## src/rtl/dpram_rd_arbiter.sv

```systemverilog
// Two-requester arbiter in front of the single DPRAM read port: one read in flight at a time,
// response routed back to whichever requester issued it.
module dpram_rd_arbiter #(
  parameter int unsigned ADDR_WIDTH = 10,
  parameter int unsigned DATA_WIDTH = 64,
  parameter int unsigned RR_EN      = 1
) (
  input  logic                  CLK,
  input  logic                  RESET,

  input  logic                  ARVALID0,
  input  logic [ADDR_WIDTH-1:0] ARADDR0,
  output logic                  ARREADY0,
  output logic                  RVALID0,
  output logic [DATA_WIDTH-1:0] RDATA0,
  input  logic                  RREADY0,

  input  logic                  ARVALID1,
  input  logic [ADDR_WIDTH-1:0] ARADDR1,
  output logic                  ARREADY1,
  output logic                  RVALID1,
  output logic [DATA_WIDTH-1:0] RDATA1,
  input  logic                  RREADY1,

  output logic                  RAM_ARVALID,
  output logic [ADDR_WIDTH-1:0] RAM_ARADDR,
  input  logic                  RAM_RVALID,
  input  logic [DATA_WIDTH-1:0] RAM_RDATA,
  output logic                  RAM_RREADY
);

  typedef enum logic [0:0] {StIdle, StBusy} state_e;

  state_e state_q, state_d;
  logic   owner_q, owner_d;
  logic   last_grant_q, last_grant_d;

  logic busy;
  logic owner_rready;
  logic ram_rready;
  logic can_issue;
  logic gnt_valid;
  logic gnt_id;

  always_comb begin
    busy         = (state_q == StBusy);
    owner_rready = owner_q ? RREADY1 : RREADY0;
    ram_rready   = busy & RAM_RVALID & owner_rready;
    // Issuing while the current response is consumed keeps one read per cycle; the RAM
    // only overwrites its data register after the old response has been taken.
    can_issue    = RESET & (~busy | ram_rready);
    gnt_valid    = can_issue & (ARVALID0 | ARVALID1);
    if (ARVALID0 & ARVALID1) begin
      gnt_id = (RR_EN != 0) ? ~last_grant_q : 1'b0;
    end else begin
      gnt_id = ARVALID1;
    end
  end

  always_comb begin
    state_d      = state_q;
    owner_d      = owner_q;
    last_grant_d = last_grant_q;
    if (gnt_valid) begin
      state_d      = StBusy;
      owner_d      = gnt_id;
      last_grant_d = gnt_id;
    end else if (ram_rready) begin
      state_d = StIdle;
    end
  end

  always_ff @(posedge CLK or negedge RESET) begin
    if (!RESET) begin
      state_q      <= StIdle;
      owner_q      <= 1'b0;
      last_grant_q <= 1'b1;
    end else begin
      state_q      <= state_d;
      owner_q      <= owner_d;
      last_grant_q <= last_grant_d;
    end
  end

  always_comb begin
    ARREADY0    = gnt_valid & ~gnt_id;
    ARREADY1    = gnt_valid & gnt_id;
    RAM_ARVALID = gnt_valid;
    // Address is forced to 0 while reset is held so every output reads 0.
    if (!RESET) begin
      RAM_ARADDR = '0;
    end else if (gnt_valid & gnt_id) begin
      RAM_ARADDR = ARADDR1;
    end else begin
      RAM_ARADDR = ARADDR0;
    end
    RAM_RREADY = ram_rready;
    RVALID0    = busy & ~owner_q & RAM_RVALID;
    RVALID1    = busy & owner_q & RAM_RVALID;
    RDATA0     = (busy & ~owner_q) ? RAM_RDATA : '0;
    RDATA1     = (busy & owner_q) ? RAM_RDATA : '0;
  end

endmodule

```

## config.mk

```make
export PLATFORM = sky130hd
export DESIGN_NAME = dpram_rd_arbiter
export DESIGN_NICKNAME = d
export VERILOG_FILES = /design/src/rtl/dpram_rd_arbiter.sv
export SDC_FILE = /design/constraint.sdc
export NUM_CORES = 1
export LEC_CHECK = 0
export ABC_CLOCK_PERIOD_IN_PS = 1600
export CAP_MARGIN = 5
export CORE_AREA = 3 3 89 91
export DETAILED_ROUTE_END_ITERATION = 16
export DIE_AREA = 0 0 92 94
export DONT_BUFFER_PORTS = 1
export HOLD_SLACK_MARGIN = 0.08
export PLACE_DENSITY = 0.32
export SYNTH_ARGS = -nofsm -noshare
export SYNTH_HDL_FRONTEND = slang
export SYNTH_SLANG_ARGS = --single-unit
```

## constraint.sdc

```tcl
create_clock -name CLK -period 1.6 [get_ports CLK]
set_clock_uncertainty 0.15 [all_clocks]
set_input_delay 0.08 -clock CLK [delete_from_list [all_inputs] [get_ports CLK]]
set_output_delay 0.08 -clock CLK [all_outputs]
set_load 0.01 [all_outputs]
```

==> Word level (Yosys, flattened, before mapping) <==
Index checks and enable logic that the tools add are counted.
{ "word_totals": {"regBits": 3, "inputBits": 91, "output_inout_bits": 144, "wordCells": 29} }
{ "classes": {"mux": 8, "bitwise_logic": 17, "n_reduce_logical": 1} }
{ "ops": {"columns": ["operator", "n"], "rows": [
  ["2-to-1 mux 64 bit", 2],
  ["2-to-1 mux 10 bit", 2],
  ["AND 1 bit", 11],
  ["2-to-1 mux 1 bit", 4],
  ["NOT 1 bit", 4],
  ["OR 1 bit", 2],
  ["nonzero test 2 bit", 1]
]} }

==> Longest topological paths before layout <==
Gate-level depths: netlist of run 1.
{ "depth": {"ltp_word": 8, "depth_mapped": 4, "mapped_depth_nobuf": 3} }

==> Least setup slack after synthesis of run 1 <==
OpenSTA, ideal clock, no wires.
{ "synth_timing": {"kind": "reg-to-output", "start": "register owner_q", "end": "output port RAM_ARADDR[2]", "arrival_ns": 1.431, "required_ns": 1.370, "path_slack_ns": -0.061, "stages_incl_launch_ff": 5, "path_buffers": 1, "path_cell_list": "dfrtp_1 mux2_4 o2111ai_4 buf_8 mux2i_1"} }
{ "synth_via": {"elab_chain_cells": 8} }
{ "synth_lines": {"columns": ["item", "line", "text"], "rows": [
  ["from (decl)", "35", "logic owner_q, owner_d;"],
  ["from (signal assigned)", "80", "owner_q <= owner_d;"],
  ["2-to-1 mux 1 bit", "47", "owner_rready = owner_q ? RREADY1 : RREADY0;"],
  ["AND 1 bit", "48", "ram_rready = busy & RAM_RVALID & owner_rready;"],
  ["OR 1 bit", "51", "can_issue = RESET & (~busy | ram_rready);"],
  ["AND 1 bit", "51", null],
  ["AND 1 bit", "52", "gnt_valid = can_issue & (ARVALID0 | ARVALID1);"],
  ["AND 1 bit", "92", "end else if (gnt_valid & gnt_id) begin"],
  ["2-to-1 mux 10 bit", "92", null],
  ["2-to-1 mux 10 bit", "90", "if (!RESET) begin"],
  ["to (decl)", "26", "output logic [ADDR_WIDTH-1:0] RAM_ARADDR,"]
]} }
Every way passes these cells.

==> Final worst setup path of run 1 <==
Ends and elaborated chain as after synthesis.

==> key figures, run 1 <==
Clock tree
  – CTS tree: yes
  – Maximum clock path buffer count: 2
  – Root buffer cell: clkbuf_8
  – CTS Buf Count: 3
  – H-Tree Depth: 1
  – Clk Latency, worst-skew pair: 0.22 ns
  – Clk sinks: 3
  – Clock transition at path regs: 0.03 ns

Yosys
  – Warnings, synthesis: 0
  – Post-synthesis compound-gate area fraction: 5.067%
  – Commonest cells post-synth: and3_1 (128), clkbuf_1 (29), inv_1 (14)
  – Asr flop ratio synth: 100.0%
  – Synth area leader: and3_1
  – Cell with the most instances after synthesis: and3_1
  – Synth Area in Simple Gates: 66.83%
  – Yosys top cell area share: 61.19%
  – Net count after synthesis: 301
  – Synth cell types: 19
  – Xor/xnor share of the synthesized area: 0%
  – Yosys reg bits: 3
  – Largest cells by area after synthesis: and3_1 (61%), clkbuf_1 (8.3%), mux2i_1 (7.6%)
  – Synth Area in Adders: 0%
  – Largest family of logic cells by synthesized area: simple AND/OR/NAND/NOR gates
  – Mean Syn Cell Area: 6.232 µm²
  – Synth Flop Type: dfrtp_1
  – Mux cell area share after synthesis: 8.795%
  – Synth Cell Area: 1309 µm²
  – Post-synth EDFFs: 0
  – Post-synthesis sequential area ratio: 5.832%
  – Gate Count Post-Synth: 210

Detailed routing
  – Vias: 1533
  – Remaining antenna violation count: 0
  – DR iter-0 viols: 43
  – Pre-antenna DRT Iters: 3
  – Routed WL: 5389 µm
  – DRC viols: 0
  – WL/cell: 18.08 µm
  – Via density: 5.144

Floorplanning
  – Die area: 8648 µm²
  – Site Rows: 31
  – Starting density of the core: 18.14%
  – Placeable Area: 7214 µm²
  – Number of I/O pins: 235
  – Die Wd: 92 µm
  – Die H: 94 µm

GRT
  – Number of global-route vias before repair: 1291
  – Global-route wire length before repair: 6913 µm
  – GRT Total Usage: 9.811%
  – Gr ovfl total: 0
  – Pin count of the biggest net entering global routing: 99
  – Initial antenna violation count: 0

Setup path
  – Critical path's slowest cell: dfrtp_2
  – Worst Path Required: 1.37 ns
  – Worst Path Max Fanout: 13
  – Worst Path Arrival: 1.63 ns
  – Crit start category: flip-flop
  – Critical path type: reg -> out
  – Crit path cell chain: mux2_4, o2111ai_4, buf_12, mux2i_2
  – Worst setup EP type: primary output
  – Worst path max stage delay: 0.39 ns

Final layout
  – Final cell utilization of the core: 23.71%
  – Fin nets: 291
  – Inserted Diodes: 0
  – Share of layout cells above drive strength 1: 29.15%
  – FILL cells: 792
  – Area grow syn2layout: 30.69%

Timing
  – Post-route setup slack: -0.2572 ns
  – RSZ-0062 raised after global routing: true
  – Max Clk Rate: 538.4 MHz
  – Max-slew violation count: 0
  – # setup viols final: 72
  – Rel. slew slack: 81.14%
  – Minimum clock period: 1.857 ns
  – Final Hold Vio Count: 0
  – Final period util: 116.1%
  – Slew at the pin closest to its max-slew limit: 0.2828 ns
  – Final hold slack: 0.1004 ns

Status
  – Status: finished with violations
  – Failing checks: setup timing

Flow run
  – Max Cap Viol: 0

Placed design
  – Port Buf Inserts: 0
  – Hpwl dp: 4185 µm
  – GPL Wtd Cong: 0.7069
  – Place WS: -0.04521 ns

Power and ir drop
  – Worst VDD drop: 0.5331 mV
  – Leakage power: 1.017 nW
  – Power per cell area: 1305 nW/µm²
  – Final total power: 2.232 mW

Hold path
  – Worst Hold Class: in -> reg
## metal layers
metal | part of all wire (%) | up-vias | wire length, µm | GRT usage (%)
li1 | - | 721 | - | -
met1 | 39 | 705 | 2079 | 11.42
met2 | 54 | 104 | 2897 | 19.34
met3 | 7.1 | 3 | 385 | 0.9615
met4 | 0.48 | 0 | 26 | 1.856
met5 | 0 | - | 0 | 0
## cell usage in the layout, fill, tap and decap left out, types with 2 or more instances in the layout
| cell type | netlist | layout |
|---|---|---|
| clkbuf_8 | 0 | 3 |
| buf_12 | 0 | 4 |
| and3_4 | 0 | 21 |
| dfrtp_2 | 0 | 2 |
| mux2i_2 | 0 | 9 |
| nor2_1 | 2 | 2 |
| dlygate4sd3_1 | 0 | 3 |
| buf_6 | 0 | 3 |
| and3_1 | 128 | 105 |
| and3_2 | 0 | 2 |
| o21ai_0 | 2 | 2 |
| buf_4 | 0 | 5 |
| nand2_1 | 11 | 11 |
| inv_1 | 14 | 13 |
## what timing repair did
| action | CTS | global route |
|---|---|---|
| gates cloned | 0 | 0 |
| hold buffers | 3 | 0 |
| setup buffers | 2 | 0 |
| gates resized for setup | 28 | 7 |
| hold endpoints to repair | 4 | 0 |
| pin swaps | 1 | 0 |
| endpoints found under the setup margin | 113 | 115 |
## registers in the layout, summed over array words and instances (netlist names)
name,flops
busy,1
last_grant_q,1
owner_q,1
## area by class of cell
cell class	count	area [µm²]	area share, %
clock buffers	4	45.04	2.634
inverters	14	52.55	3.072
multi-input cells	163	1229	71.84
flip-flops and latches	3	78.83	4.609
well taps	99	123.9	7.242
repair buffers	15	181.4	10.61
## critical path, delay by kind of cell (launching register included)
| family | cells | cell delay [ns] |
|---|---|---|
| compound gates | 1 | 0.21 |
| buf+inv | 1 | 0.19 |
| flops | 1 | 0.39 |
| mux | 2 | 0.62 |
## cell families (layout without fill, tap and decap cells)
group | Yosys count | after routing
simple gates | 145 | 145
flops | 3 | 3
buf+inv | 44 | 33
compound gates | 7 | 7
mux | 11 | 11
## through the flow
step	setup TNS, ns	cells	instance area [µm²]
after floorplan	-0.3975	210	1335
after global placement	-0.1884	289	1463
after detailed placement	-0.2376	289	1463
after CTS	-4.109	298	1673
after global routing	-11.73	298	1710
final	-3.853	298	1710
## where the power goes
part / total, mW / internal (mW) / switching, mW
logic: 1.88 / 0.711 / 1.17
registers: 0.132 / 0.112 / 0.0208
clock network: 0.223 / 0.170 / 0.0525
## final timing paths
path / start / to / slack [ns] / cells past startpoint
max: owner_q / RAM_ARADDR[2] / -0.26 / 4
min: ARVALID0 / busy / 0.10 / 2
max reg2reg: owner_q / owner_q / -0.15 / 6
min reg2reg: last_grant_q / last_grant_q / 0.35 / 2
max in group asynchronous: RESET / busy / 0.61 / 2
min in group asynchronous: RESET / last_grant_q / 0.14 / 1
No activity file was read; power rests on OpenSTA's default activity.
==> run 2, diff against run 1 <==
--- a/config.mk
+++ b/config.mk
@@ -7,12 +7,12 @@
 export LEC_CHECK = 0
 export ABC_CLOCK_PERIOD_IN_PS = 1600
 export CAP_MARGIN = 5
-export CORE_AREA = 3 3 89 91
+export CORE_AREA = 2 2 91 93
 export DETAILED_ROUTE_END_ITERATION = 16
-export DIE_AREA = 0 0 92 94
+export DIE_AREA = 0 0 93 95
 export DONT_BUFFER_PORTS = 1
 export HOLD_SLACK_MARGIN = 0.08
-export PLACE_DENSITY = 0.32
+export PLACE_DENSITY = 0.3
 export SYNTH_ARGS = -nofsm -noshare
 export SYNTH_HDL_FRONTEND = slang
 export SYNTH_SLANG_ARGS = --single-unit
==> run 2 against run 1 <==
Against the previous run:
- the flow still finishes with violations (setup timing)
- sequential cell count unchanged
- final cell count up 2.0%
- wire length down 6.6%
- clock-buffer cell count unchanged
- die area up 2.2%
- design area up 4.2%
- worst setup slack worse by 0.022 ns
- sequential share of layout area down 0.26 points
- via count up 2.6%
- critical endpoint is now RAM_ARADDR[1]
- highest routed layer is now met3
==> key figures, run 2 (synthesis gave the netlist of run 1 again) <==
Setup path
  – Crit start category: flip-flop (unchanged)
  – Critical path type: reg -> out (unchanged)
  – CP top delay family: multiplexers (unchanged)
  – Worst Path Arrival: 1.65 ns (was 1.63 ns)
  – Worst setup EP type: primary output (unchanged)
  – CP startpoint: owner_q (unchanged)
  – Worst Path Required: 1.37 ns (about the same)
  – Worst Path Buf+Inv: 1 (unchanged)
  – Crit path cell chain: mux2_4, o2111ai_4, buf_4, mux2i_2 (was mux2_4, o2111ai_4, buf_12, mux2i_2)
  – Worst path max stage delay: 0.38 ns (was 0.39 ns)
  – Reg-to-reg startpoint: owner_q (unchanged)
  – Worst Path Max Fanout: 3 (was 13)
  – Critical path's slowest cell: dfrtp_1 (was dfrtp_2)

Placed design
  – Placed cells: 296 (was 289)
  – Port Buf Inserts: 0 (unchanged)
  – GPL Wtd Cong: 0.7621 (was 0.7069)
  – Hpwl dp: 3768 µm (was 4185 µm)

Timing
  – TNS Setup: -3.147 ns (was -3.853 ns)
  – Final period util: 117.5% (was 116.1%)
  – Final Hold Vio Count: 0 (unchanged)
  – # setup viols final: 33 (was 72)
  – Minimum clock period: 1.880 ns (was 1.857 ns)
  – RSZ-0062 raised after global routing: true (unchanged)
  – Post-route setup slack: -0.2796 ns (was -0.2572 ns)
  – Max-slew violation count: 0 (unchanged)
  – Rel. slew slack: 74.07% (was 81.14%)
  – Final hold slack: 0.08071 ns (was 0.1004 ns)
  – Max Clk Rate: 532.0 MHz (was 538.4 MHz)
  – Slew at the pin closest to its max-slew limit: 0.3889 ns (was 0.2828 ns)

Clock tree
  – Maximum clock path buffer count: 2 (unchanged)
  – H-Tree Depth: 1 (unchanged)
  – Root buffer cell: clkbuf_8 (unchanged)
  – Clk Latency, worst-skew pair: 0.21 ns (was 0.22 ns)
  – Clock transition at path regs: 0.03 ns (about the same)
  – CTS tree: yes (unchanged)
  – Clk sinks: 3 (unchanged)
  – CTS Buf Count: 3 (unchanged)

GRT
  – Gr ovfl total: 0 (unchanged)
  – Number of global-route vias before repair: 1227 (was 1291)
  – Pin count of the biggest net entering global routing: 72 (was 99)
  – Initial antenna violation count: 0 (unchanged)
  – GRT Total Usage: 9.158% (was 9.811%)
  – Global-route wire length before repair: 6534 µm (was 6913 µm)

Detailed routing
  – DR iter-0 viols: 46 (was 43)
  – Remaining antenna violation count: 0 (unchanged)
  – Via density: 5.174 (was 5.144)
  – Routed WL: 5033 µm (was 5389 µm)
  – WL/cell: 16.56 µm (was 18.08 µm)
  – Pre-antenna DRT Iters: 4 (was 3)
  – DRC viols: 0 (unchanged)
  – Vias: 1573 (was 1533)

Hold path
  – Worst Hold Class: in -> reg (unchanged)
  – Hold path start: ARVALID0 (unchanged)

Floorplanning
  – Placeable Area: 7928 µm² (was 7214 µm²)
  – Die area: 8835 µm² (was 8648 µm²)
  – Die H: 95 µm (was 94 µm)
  – Site Rows: 33 (was 31)
  – Number of I/O pins: 235 (unchanged)
  – Die Wd: 93 µm (was 92 µm)
  – Starting density of the core: 16.51% (was 18.14%)

Status
  – Status: finished with violations (unchanged)
  – Failing checks: setup timing (unchanged)

Final layout
  – Most frequent cells in the layout: and3_1 (106), and3_4 (22), inv_1 (13) (was and3_1 (105), and3_4 (21), inv_1 (13))
  – Inserted Diodes: 0 (unchanged)
  – Final cell utilization of the core: 22.49% (was 23.71%)
  – Fin nets: 291 (unchanged)
  – Most common cell after layout, fill and taps aside: and3_1 (unchanged)
  – Share of layout cells above drive strength 1: 28.64% (was 29.15%)
  – Finished Layout Cells: 304 (was 298)
  – Area grow syn2layout: 36.23% (was 30.69%)

Power and ir drop
  – Worst VDD drop: 0.4354 mV (was 0.5331 mV)
  – Leakage power: 1.034 nW (was 1.017 nW)
  – Final total power: 2.235 mW (was 2.232 mW)
  – Power per cell area: 1253 nW/µm² (was 1305 nW/µm²)

Flow run
  – Max Cap Viol: 0 (unchanged)
-- run 2: routing by layer --
layer | share of wire (%) | GRT usage [%]
met1 | 41 | 12.10
met2 | 52 | 16.55
met3 | 7.4 | 0.9577
met4 | 0 | 1.103
met5 | 0 | 0
-- run 2: layout make-up --
cell class / count / area (µm²)
fillers: 900 / 6145
multi-input cells: 163 / 1300
repair buffers: 15 / 176.4
well taps: 105 / 131.4
flip-flops and latches: 3 / 77.57
inverters: 14 / 52.55
clock buffers: 4 / 45.04
-- run 2: worst register-to-register path, delay by kind of cell, from the launching register on --
family | cells | cell delay, ns
muxes | 1 | 0.33
buffers and inverters | 2 | 0.25
AOI/OAI and AO/OA | 2 | 0.37
DFF | 1 | 0.38
-- run 2: path summary, 6_finish.rpt --
kind	end	slack [ns]	cells after the start
worst max-delay path	RAM_ARADDR[1]	-0.28	4
worst min-delay path	busy	0.08	2
worst max register to register	owner_q	0.04	5
worst min register to register	last_grant_q	0.34	2
max in group asynchronous	last_grant_q	0.55	2
min in group asynchronous	owner_q	0.52	2
-- run 2: timing repair --
action,CTS,global route
pin swaps,1,1
gates resized for setup,22,26
hold endpoints to repair,4,0
hold buffers,3,0
setup buffers,1,1
endpoints found under the setup margin,114,115
-- run 2: stage by stage --
step / area [µm²] / setup WS (ns)
after floorplan: 1335 / -0.05678
after global placement: 1464 / -0.02519
after detailed placement: 1464 / -0.04474
after CTS: 1640 / -0.2697
after global routing: 1783 / -0.3401
final: 1783 / -0.2796
-- run 2: power by group --
group          leakage [nW]  switching [mW]  internal [mW]  total, mW
clock network        0.0228          0.0484          0.170      0.218
logic                 0.978            1.16          0.727       1.88
registers            0.0328          0.0222          0.110      0.132
total                  1.03            1.23           1.01       2.23
